==> config.mk <==
export PLATFORM = sky130hd
export DESIGN_NAME = crypto_wb_stage_flat
export DESIGN_NICKNAME = d
export VERILOG_FILES = /design/src/rtl/crypto_wb_stage_if.sv /design/src/rtl/crypto_wb_stage.sv /design/src/flat_wrapper.sv
export SDC_FILE = /design/constraint.sdc
export NUM_CORES = 1
export LEC_CHECK = 0
export CAP_MARGIN = 5
export CORE_MARGIN = 3
export CORE_UTILIZATION = 51
export CTS_CLUSTER_DIAMETER = 40
export CTS_CLUSTER_SIZE = 28
export DETAILED_ROUTE_END_ITERATION = 7
export GPL_TIMING_DRIVEN = 0
export PLACE_DENSITY_LB_ADDON = 0.25
export RECOVER_POWER = 100
export SLEW_MARGIN = 10
export SYNTH_ARGS = -nofsm -noshare
export SYNTH_HDL_FRONTEND = slang
export SYNTH_SLANG_ARGS = --single-unit
==> constraint.sdc <==
create_clock -name clk_i -period 6.32 [get_ports clk_i]
set_clock_uncertainty 0.2 [all_clocks]
set_input_delay 1.264 -clock clk_i [delete_from_list [all_inputs] [get_ports clk_i]]
set_output_delay 1.264 -clock clk_i [all_outputs]
set_load 0.01 [all_outputs]
==> src/rtl/crypto_wb_stage_if.sv <==
// Bundle of the EX hand-off, LSU load response, register-file write and profiling
// counter signals seen by the writeback stage. Names are taken from the stage's side.
interface crypto_wb_stage_if #(
  parameter int unsigned CntWidth = 32
);
  logic                en_wb_i;
  logic                ready_wb_o;
  logic                instr_is_load_i;
  logic [1:0]          instr_class_i;
  logic                rf_we_i;
  logic [4:0]          rf_waddr_i;
  logic [31:0]         rf_wdata_i;
  logic                lsu_resp_valid_i;
  logic [31:0]         lsu_rdata_i;
  logic                lsu_err_i;
  logic                rf_we_o;
  logic [4:0]          rf_waddr_o;
  logic [31:0]         rf_wdata_o;
  logic                instr_done_o;
  logic                load_err_o;
  logic                cnt_clr_i;
  logic [CntWidth-1:0] cnt_sha2_o;
  logic [CntWidth-1:0] cnt_aes_o;
  logic [CntWidth-1:0] cnt_kyber_o;

  modport slave (
    input  en_wb_i, instr_is_load_i, instr_class_i, rf_we_i, rf_waddr_i, rf_wdata_i,
           lsu_resp_valid_i, lsu_rdata_i, lsu_err_i, cnt_clr_i,
    output ready_wb_o, rf_we_o, rf_waddr_o, rf_wdata_o, instr_done_o, load_err_o,
           cnt_sha2_o, cnt_aes_o, cnt_kyber_o
  );

  modport master (
    output en_wb_i, instr_is_load_i, instr_class_i, rf_we_i, rf_waddr_i, rf_wdata_i,
           lsu_resp_valid_i, lsu_rdata_i, lsu_err_i, cnt_clr_i,
    input  ready_wb_o, rf_we_o, rf_waddr_o, rf_wdata_o, instr_done_o, load_err_o,
           cnt_sha2_o, cnt_aes_o, cnt_kyber_o
  );
endinterface

==> src/rtl/crypto_wb_stage.sv <==
// One-entry writeback stage: retires EX results or waits for the LSU load response,
// drives the register-file write port and keeps saturating per-crypto-class retire counts.
module crypto_wb_stage #(
  parameter int unsigned CntWidth = 32
) (
  input logic              clk_i,
  input logic              rst_i,
  crypto_wb_stage_if.slave bus
);
  typedef enum logic [1:0] {IDLE = 2'd0, WB = 2'd1, WAIT_LOAD = 2'd2} state_e;

  state_e              state_q, state_d;
  logic [1:0]          class_q;
  logic                we_q;
  logic [4:0]          waddr_q;
  logic [31:0]         wdata_q;
  logic [CntWidth-1:0] cnt_sha2_q, cnt_aes_q, cnt_kyber_q;

  logic resp, ready, accept, done, we_out;

  function automatic logic [CntWidth-1:0] sat_inc(input logic [CntWidth-1:0] v);
    return (&v) ? v : v + 1'b1;
  endfunction

  always_comb begin
    resp    = (state_q == WAIT_LOAD) && bus.lsu_resp_valid_i;
    ready   = (state_q != WAIT_LOAD) || bus.lsu_resp_valid_i;
    accept  = bus.en_wb_i && ready;
    done    = (state_q == WB) || resp;
    we_out  = we_q && (waddr_q != 5'd0) &&
              ((state_q == WB) || (resp && !bus.lsu_err_i));
    state_d = IDLE;
    if (accept) begin
      state_d = bus.instr_is_load_i ? WAIT_LOAD : WB;
    end else if ((state_q == WAIT_LOAD) && !bus.lsu_resp_valid_i) begin
      state_d = WAIT_LOAD;
    end
  end

  // Load data is passed straight through in the response cycle; address/data are zeroed when not writing
  assign bus.ready_wb_o   = ready;
  assign bus.rf_we_o      = we_out;
  assign bus.rf_waddr_o   = we_out ? waddr_q : 5'd0;
  assign bus.rf_wdata_o   = !we_out ? 32'd0 : ((state_q == WB) ? wdata_q : bus.lsu_rdata_i);
  assign bus.instr_done_o = done;
  assign bus.load_err_o   = resp && bus.lsu_err_i;
  assign bus.cnt_sha2_o   = cnt_sha2_q;
  assign bus.cnt_aes_o    = cnt_aes_q;
  assign bus.cnt_kyber_o  = cnt_kyber_q;

  always_ff @(posedge clk_i) begin
    if (rst_i) begin
      state_q <= IDLE;
      class_q <= 2'd0;
      we_q    <= 1'b0;
      waddr_q <= 5'd0;
      wdata_q <= 32'd0;
    end else begin
      state_q <= state_d;
      if (accept) begin
        class_q <= bus.instr_class_i;
        we_q    <= bus.rf_we_i;
        waddr_q <= bus.rf_waddr_i;
        wdata_q <= bus.rf_wdata_i;
      end
    end
  end

  always_ff @(posedge clk_i) begin
    if (rst_i || bus.cnt_clr_i) begin
      cnt_sha2_q  <= '0;
      cnt_aes_q   <= '0;
      cnt_kyber_q <= '0;
    end else if (done) begin
      case (class_q)
        2'd1:    cnt_sha2_q  <= sat_inc(cnt_sha2_q);
        2'd2:    cnt_aes_q   <= sat_inc(cnt_aes_q);
        2'd3:    cnt_kyber_q <= sat_inc(cnt_kyber_q);
        default: ;
      endcase
    end
  end

  a_state_onehot0: assert property (@(posedge clk_i)
    $onehot0({state_q == WB, state_q == WAIT_LOAD}));

  a_we_implies_done: assert property (@(posedge clk_i) disable iff (rst_i)
    bus.rf_we_o |-> bus.instr_done_o);

  // A response landing right after reset belongs to an abandoned load and is tolerated
  a_resp_only_in_wait: assert property (@(posedge clk_i) disable iff (rst_i)
    (bus.lsu_resp_valid_i && (state_q != WAIT_LOAD)) |-> $past(rst_i));

  a_ex_holds_when_stalled: assert property (@(posedge clk_i) disable iff (rst_i)
    (bus.en_wb_i && !bus.ready_wb_o) |=>
      (bus.en_wb_i && $stable({bus.instr_is_load_i, bus.instr_class_i, bus.rf_we_i,
                               bus.rf_waddr_i, bus.rf_wdata_i})));
endmodule

==> src/flat_wrapper.sv <==
// flat-port wrapper written by rule: the top's interface ports become plain ports
module crypto_wb_stage_flat 
#(
  parameter int unsigned CntWidth = 32
)
  (clk_i, rst_i, bus_en_wb_i, bus_instr_is_load_i, bus_instr_class_i, bus_rf_we_i, bus_rf_waddr_i, bus_rf_wdata_i, bus_lsu_resp_valid_i, bus_lsu_rdata_i, bus_lsu_err_i, bus_cnt_clr_i, bus_ready_wb_o, bus_rf_we_o, bus_rf_waddr_o, bus_rf_wdata_o, bus_instr_done_o, bus_load_err_o, bus_cnt_sha2_o, bus_cnt_aes_o, bus_cnt_kyber_o);
  crypto_wb_stage_if #(.CntWidth(CntWidth)) bus_i ();
  input logic clk_i;
  input logic rst_i;
  input wire logic [$bits(bus_i.en_wb_i)-1:0] bus_en_wb_i;
  input wire logic [$bits(bus_i.instr_is_load_i)-1:0] bus_instr_is_load_i;
  input wire logic [$bits(bus_i.instr_class_i)-1:0] bus_instr_class_i;
  input wire logic [$bits(bus_i.rf_we_i)-1:0] bus_rf_we_i;
  input wire logic [$bits(bus_i.rf_waddr_i)-1:0] bus_rf_waddr_i;
  input wire logic [$bits(bus_i.rf_wdata_i)-1:0] bus_rf_wdata_i;
  input wire logic [$bits(bus_i.lsu_resp_valid_i)-1:0] bus_lsu_resp_valid_i;
  input wire logic [$bits(bus_i.lsu_rdata_i)-1:0] bus_lsu_rdata_i;
  input wire logic [$bits(bus_i.lsu_err_i)-1:0] bus_lsu_err_i;
  input wire logic [$bits(bus_i.cnt_clr_i)-1:0] bus_cnt_clr_i;
  output wire logic [$bits(bus_i.ready_wb_o)-1:0] bus_ready_wb_o;
  output wire logic [$bits(bus_i.rf_we_o)-1:0] bus_rf_we_o;
  output wire logic [$bits(bus_i.rf_waddr_o)-1:0] bus_rf_waddr_o;
  output wire logic [$bits(bus_i.rf_wdata_o)-1:0] bus_rf_wdata_o;
  output wire logic [$bits(bus_i.instr_done_o)-1:0] bus_instr_done_o;
  output wire logic [$bits(bus_i.load_err_o)-1:0] bus_load_err_o;
  output wire logic [$bits(bus_i.cnt_sha2_o)-1:0] bus_cnt_sha2_o;
  output wire logic [$bits(bus_i.cnt_aes_o)-1:0] bus_cnt_aes_o;
  output wire logic [$bits(bus_i.cnt_kyber_o)-1:0] bus_cnt_kyber_o;
  assign bus_i.en_wb_i = bus_en_wb_i;
  assign bus_i.instr_is_load_i = bus_instr_is_load_i;
  assign bus_i.instr_class_i = bus_instr_class_i;
  assign bus_i.rf_we_i = bus_rf_we_i;
  assign bus_i.rf_waddr_i = bus_rf_waddr_i;
  assign bus_i.rf_wdata_i = bus_rf_wdata_i;
  assign bus_i.lsu_resp_valid_i = bus_lsu_resp_valid_i;
  assign bus_i.lsu_rdata_i = bus_lsu_rdata_i;
  assign bus_i.lsu_err_i = bus_lsu_err_i;
  assign bus_i.cnt_clr_i = bus_cnt_clr_i;
  assign bus_ready_wb_o = bus_i.ready_wb_o;
  assign bus_rf_we_o = bus_i.rf_we_o;
  assign bus_rf_waddr_o = bus_i.rf_waddr_o;
  assign bus_rf_wdata_o = bus_i.rf_wdata_o;
  assign bus_instr_done_o = bus_i.instr_done_o;
  assign bus_load_err_o = bus_i.load_err_o;
  assign bus_cnt_sha2_o = bus_i.cnt_sha2_o;
  assign bus_cnt_aes_o = bus_i.cnt_aes_o;
  assign bus_cnt_kyber_o = bus_i.cnt_kyber_o;
  crypto_wb_stage #(.CntWidth(CntWidth)) u_core (.clk_i(clk_i), .rst_i(rst_i), .bus(bus_i));
endmodule
==> results of run 1 <==
registers in the layout (all words and copies together), names as in the netlist:
signal,cells
u_core.bus.cnt_sha2_o,32
u_core.wdata_q,32
u_core.bus.cnt_aes_o,32
u_core.bus.cnt_kyber_o,32
u_core.waddr_q,5
u_core.state_q,2
u_core.we_q,1
u_core.class_q,2
power by group:
group	leakage (nW)	switching, mW	internal (mW)
Combinational	2.40	0.0702	0.0670
Sequential	1.12	0.00900	0.886
Clock	0.289	0.369	0.601
worst max-delay path, stage by stage:
cell and delay, ns:
dlygate4sd3_1 0.57, nand3b_1 0.14, nand2_1 0.22, nand4_1 0.43, clkbuf_1 0.35, a21oi_1 0.20
dlygate4sd3_1 0.64
synth_stat cells, drive strengths merged, types with 4 or more instances:
cell / n
o21ai: 22
clkbuf: 39
nor3: 5
o31ai: 39
and3: 12
nor4: 14
dfxtp: 138
a21oi: 133
o211ai: 7
mux2i: 13
xnor2: 5
buf: 20
nand3: 33
and4: 12
and2: 12
a31oi: 5
a31o: 4
or3: 34
inv: 12
nand4: 27
nor2: 25
or4: 43
nand2: 209
a41o: 5
metrics by stage:
stage / utilization, % / worst slack, ns / cell area (sq um) / power [mW] / hold slack, ns
global route: 74.46 / 0.9233 / 9978 / 2.056 / 0.2753
global placement: 70.35 / 1.175 / 9427 / 1.048 / 0.2425
detailed placement: 70.35 / 1.139 / 9427 / 1.051 / 0.2467
floorplan: - / 2.625 / 7054 / 0.9727 / 0.2366
finish: 74.46 / 1.042 / 9978 / 2.002 / 0.2544
CTS: 74.66 / 1.132 / 10000 / 2.007 / 0.2540
worst max path at each step:
stage,cells past startpoint,start,to,slack (ns)
after global routing,6,bus_lsu_resp_valid_i,u_core.bus.cnt_sha2_o[28],0.92
after floorplan,5,bus_lsu_resp_valid_i,bus_rf_wdata_o[10],2.62
after detailed placement,7,bus_lsu_resp_valid_i,bus_rf_wdata_o[19],1.14
after global placement,7,bus_lsu_resp_valid_i,bus_rf_wdata_o[19],1.17
final,7,bus_lsu_resp_valid_i,bus_rf_wdata_o[19],1.04
after CTS,7,bus_lsu_resp_valid_i,bus_rf_wdata_o[19],1.13
cell type report:
cell class,instances,area (sq um),share of cell area [%]
sequential,138,2763,27.69
clock buffer,25,515.5,5.166
clock inverter,7,62.56,0.6270
multi-input combinational,702,3961,39.70
buffer,59,256.5,2.571
antenna,1,2.502,0.02508
timing repair buffer,215,2152,21.57
tap,176,220.2,2.207
inverter,12,45.04,0.4514
per-layer routing:
layer  GRT usage [%]  share of wire [%]  up-vias
met3           7.039                7.6       67
met5               0                  0        -
li1                -                  -     3835
met4           12.18                3.1        0
met1           37.40                 41     3774
met2           45.96                 48      376
kinds of logic after synthesis:
group / share of synthesized area, %
AOI/OAI and AO/OA: 20.29
xor gates and xnor gates: 0.8691
adders and majority gates: 0.5322
buffers and inverters: 4.310
DFF: 39.16
muxes: 1.845
and+or+nand+nor: 32.99
==> impl_metrics.py, run 1 <==
metrics = {
    "run_status": {
        "status": "finished with violations",
        "violations": "capacitance limit, slew limit",
    },
    "finish": {
        "nFillCells": 1042,
        "layout_common_cells": "209 x nand2_1, 140 x dlygate4sd3_1, 138 x dfxtp_1",
        "drive_gt1_share_pct": 5.181,
        "area_growth_pct": 41.45,
        "fin_cells": 1335,
        "layout_commonest_cell": "nand2_1",
        "layout.nets": 1227,
    },
    "logic_synthesis": {
        "yosys-top-cells-area": "dfxtp_1 39%, nand2_1 11%, a21oi_1 9.4%, or4_1 4.6%, o31ai_1 4.2%",
        "ys.flop_type": "dfxtp_1",
        "syn-num-nets": 993,
        "synth_cells": 911,
        "yosysSeqAreaShare_pct": 39.16,
        "yosysTopAreaCell": "dfxtp_1",
        "avgSynthCellArea_sq_um": 7.743,
        "ys_ff_latch": 138,
        "synth_edf_count": 0,
        "syn-cell-area_sq_um": 7054,
        "synth_cell_types": 61,
        "yosys_warnings": 0,
        "synth_top_area_share_pct": 39.16,
        "async_flop_share_pct": 0,
    },
    "global_route": {
        "grt_pass1_vias": 7206,
        "grt_use_total_pct": 28.85,
        "grt_first_pass_wirelength_microns": 35130,
        "antenna_found_initial": 1,
        "grt_start_max_net_pins": 17,
        "grt_overflow": 0,
    },
    "routing": {
        "drc": 0,
        "dr_total_vias": 8052,
        "wl_microns": 22890,
        "ant_nets": 0,
        "avgRoutedWirePerCell_microns": 17.15,
        "drtIter0Drc": 677,
        "vias_per_cell": 6.031,
        "detail_route.first_pass.iterations": 5,
    },
    "timing": {
        "grt_setup_unrepaired": "no",
        "hold_viol": 0,
        "period_needed_ns": 5.278,
        "drv_slew": 11,
        "setup_tns_ns": 0,
        "fmax_mhz": 189.5,
        "tightest_slew_ns": 2.586,
        "slew_headroom_pct": -76.84,
        "setup_viol": 0,
        "fin_crit_sh_pct": 83.50,
    },
    "worst_setup_path": {
        "arrival_ns": 3.81,
        "reg2regPathDepth": 6,
        "worstSetupEndpointType": "output pin",
        "start_kind": "input port",
        "r2r_slack_ns": 2.30,
        "required_ns": 4.86,
        "cp_max_fo": 10,
        "worstSetupPathType": "input port to output pin",
        "r2r_start": "u_core.state_q[0]",
        "r2r-end": "u_core.bus.cnt_sha2_o[30]",
    },
    "power_and_ir_drop": {
        "p_leak_nw": 3.811,
        "max-vdd-ir-drop_uv": 178.5,
        "p_per_area_nw_per_um2": 200.6,
    },
    "worst_hold_path": {
        "hp-start": "u_core.wdata_q[20]",
        "min_path_type": "register to register",
        "hold_depth": 2,
        "worstHoldEndpoint": "u_core.wdata_q[20]",
    },
    "die": {
        "core_area_sq_um": 13400,
        "floorplan.die.width_microns": 123.6,
        "die_h_microns": 123.6,
        "initial_core_util_pct": 52.64,
        "ios": 216,
        "die-area_sq_um": 15280,
        "num_rows": 42,
    },
    "clocking": {
        "cts-hold-fix-buffers": 0,
        "clk_path_buf_depth": 2,
        "cts_htree_levels": 4,
        "cts_num_sinks": 138,
        "cts_tree": "yes",
        "cts_resized": 0,
        "postCtsSetupBuffers": 0,
        "cts_root_buf": "clkbuf_16",
        "numCtsBuffers": 17,
        "clkLatencyLatePin_ns": 0.42,
        "clk_pin_slew_worst_paths_ns": 0.06,
    },
    "place": {
        "post-dp-hpwl_microns": 16240,
        "post-place-cells": 1302,
        "io_buffers": 215,
        "gp_congestion": 0.8448,
    },
    "job": {
        "cap_violations": 1,
    },
}
Power figures use the tool's default switching activity.
==> run 2, diff against run 1 <==
--- a/config.mk
+++ b/config.mk
@@ -7,7 +7,7 @@
 export LEC_CHECK = 0
 export CAP_MARGIN = 5
 export CORE_MARGIN = 3
-export CORE_UTILIZATION = 51
+export CORE_UTILIZATION = 47
 export CTS_CLUSTER_DIAMETER = 40
 export CTS_CLUSTER_SIZE = 28
 export DETAILED_ROUTE_END_ITERATION = 7
==> constraint.sdc (replaced) <==
create_clock -name clk_i -period 5.25 [get_ports clk_i]
set_clock_uncertainty 0.2 [all_clocks]
set_input_delay 1.05 -clock clk_i [delete_from_list [all_inputs] [get_ports clk_i]]
set_output_delay 1.05 -clock clk_i [all_outputs]
set_load 0.01 [all_outputs]
==> impl_metrics.py, run 2 (synthesis gave the netlist of run 1 again) <==
metrics = {
    "die": {
        "num_rows": 44,
        "die_h_microns": 128.5,
        "floorplan.die.width_microns": 128.5,
        "die-area_sq_um": 16510,
        "initial_core_util_pct": 48.35,
        "core_area_sq_um": 14590,
        "ios": 216,
    },
    "routing": {
        "avgRoutedWirePerCell_microns": 16.92,
        "ant_nets": 0,
        "drc": 0,
        "drtIter0Drc": 633,
        "dr_total_vias": 7897,
        "wl_microns": 22720,
        "detail_route.first_pass.iterations": 5,
        "vias_per_cell": 5.880,
    },
    "finish": {
        "layout_common_cells": "209 x nand2_1, 140 x dlygate4sd3_1, 138 x dfxtp_1",
        "multiInputGateArea_sq_um": 3961,
        "final-seq-area_sq_um": 2763,
        "nFillCells": 1198,
        "layout.nets": 1227,
        "layout_commonest_cell": "nand2_1",
        "drive_gt1_share_pct": 5.354,
        "area_growth_pct": 42.04,
        "fin_cells": 1343,
    },
    "timing": {
        "setup_viol": 0,
        "drv_slew": 11,
        "slew_headroom_pct": -68.80,
        "hold_viol": 0,
        "fin_crit_sh_pct": 90.22,
        "grt_setup_unrepaired": "no",
        "hold_slack_ns": 0.2549,
        "setup_tns_ns": 0,
        "fmax_mhz": 211.1,
        "tightest_slew_ns": 2.468,
        "fin_ws_ns": 0.5134,
        "period_needed_ns": 4.737,
    },
    "global_route": {
        "grt_overflow": 0,
        "busiest_layer": "met2",
        "grt_pass1_vias": 7291,
        "grt_util_met3_pct": 6.268,
        "grt_start_max_net_pins": 17,
        "grt_util_met1_pct": 33.99,
        "grt_use_total_pct": 26.55,
        "grt_first_pass_wirelength_microns": 35720,
        "grtUsageMet2_pct": 43.46,
        "antenna_found_initial": 0,
    },
    "power_and_ir_drop": {
        "p_per_area_nw_per_um2": 247.5,
        "p_leak_nw": 3.828,
        "max-vdd-ir-drop_uv": 232.6,
    },
    "clocking": {
        "cts_htree_levels": 4,
        "cts_resized": 0,
        "numCtsBuffers": 17,
        "postCtsSetupBuffers": 0,
        "clk_pin_slew_worst_paths_ns": 0.05,
        "clkLatencyLatePin_ns": 0.43,
        "cts_root_buf": "clkbuf_16",
        "cts-hold-fix-buffers": 0,
        "clk_path_buf_depth": 2,
        "cts_num_sinks": 138,
        "cts_tree": "yes",
    },
    "worst_setup_path": {
        "worstSetupEndpointType": "output pin",
        "worstSetupPathType": "input port to output pin",
        "arrival_ns": 3.49,
        "cp_max_fo": 10,
        "slowest_delay_ns": 0.64,
        "required_ns": 4.00,
        "critPathCapture": "bus_rf_wdata_o[22]",
        "r2r_slack_ns": 1.30,
        "crit_slowest_cell": "dlygate4sd3_1",
        "cp-startpoint": "bus_lsu_resp_valid_i",
        "r2r-end": "u_core.bus.cnt_sha2_o[22]",
        "r2r_start": "u_core.state_q[0]",
        "path_common_cell": "dlygate4sd3_1",
        "worstPathCellList": "dlygate4sd3_1 > nand3b_1 > nand2_1 > nand4_1 > clkbuf_1 > a21oi_1 > dlygate4sd3_1",
        "reg2regPathDepth": 6,
        "start_kind": "input port",
    },
    "place": {
        "io_buffers": 215,
        "post-place-cells": 1310,
        "place_ws_ns": 0.5623,
        "post-dp-hpwl_microns": 16180,
        "gp_congestion": 0.8505,
    },
    "job": {
        "cap_violations": 1,
    },
    "worst_hold_path": {
        "min_path_type": "register to register",
    },
    "run_status": {
        "violations": "capacitance limit, slew limit",
        "status": "finished with violations",
    },
}
-- run 2: area by class of cell --
cell class | count | area share, %
multi-input combinational | 702 | 39.54
sequential | 138 | 27.57
timing repair buffer | 215 | 21.48
clock buffer | 24 | 4.908
buffer | 59 | 2.585
tap | 184 | 2.298
clock inverter | 8 | 1.149
inverter | 12 | 0.4496
antenna | 1 | 0.02498
-- run 2: metrics by stage --
stage	cell area (sq um)	utilization [%]	power, mW
detailed placement	9437	64.68	1.264
CTS	10040	68.84	2.492
global placement	9437	64.68	1.260
global route	10020	68.66	2.552
finish	10020	68.68	2.480
floorplan	7054	-	1.171
-- run 2: where the power goes --
part | switching (mW) | internal, mW | leakage (nW)
Clock | 0.446 | 0.793 | 0.304
Combinational | 0.0828 | 0.0806 | 2.41
Sequential | 0.0103 | 1.07 | 1.12
-- run 2: per-layer routing --
metal | vias up | part of all wire (%)
met3 | 41 | 7.6
met4 | 0 | 2.4
met5 | - | 0
li1 | 3811 | -
met2 | 312 | 48
met1 | 3733 | 42
-- run 2: worst min-delay path by stage --
stage / slack [ns] / depth (start not counted) / from / to
after floorplan: 0.24 / 2 / u_core.wdata_q[0] / u_core.wdata_q[0]
after global placement: 0.24 / 2 / u_core.wdata_q[30] / u_core.wdata_q[30]
after detailed placement: 0.25 / 2 / u_core.wdata_q[16] / u_core.wdata_q[16]
after CTS: 0.26 / 2 / u_core.wdata_q[2] / u_core.wdata_q[2]
after global routing: 0.27 / 2 / u_core.wdata_q[25] / u_core.wdata_q[25]
final: 0.25 / 2 / u_core.wdata_q[9] / u_core.wdata_q[9]
-- run 2: worst max-delay path: cells and delay by family --
| kind | cells | cell delay (ns) |
|---|---|---|
| compound gates | 1 | 0.20 |
| buf+inv | 3 | 1.54 |
| simple gates | 3 | 0.69 |
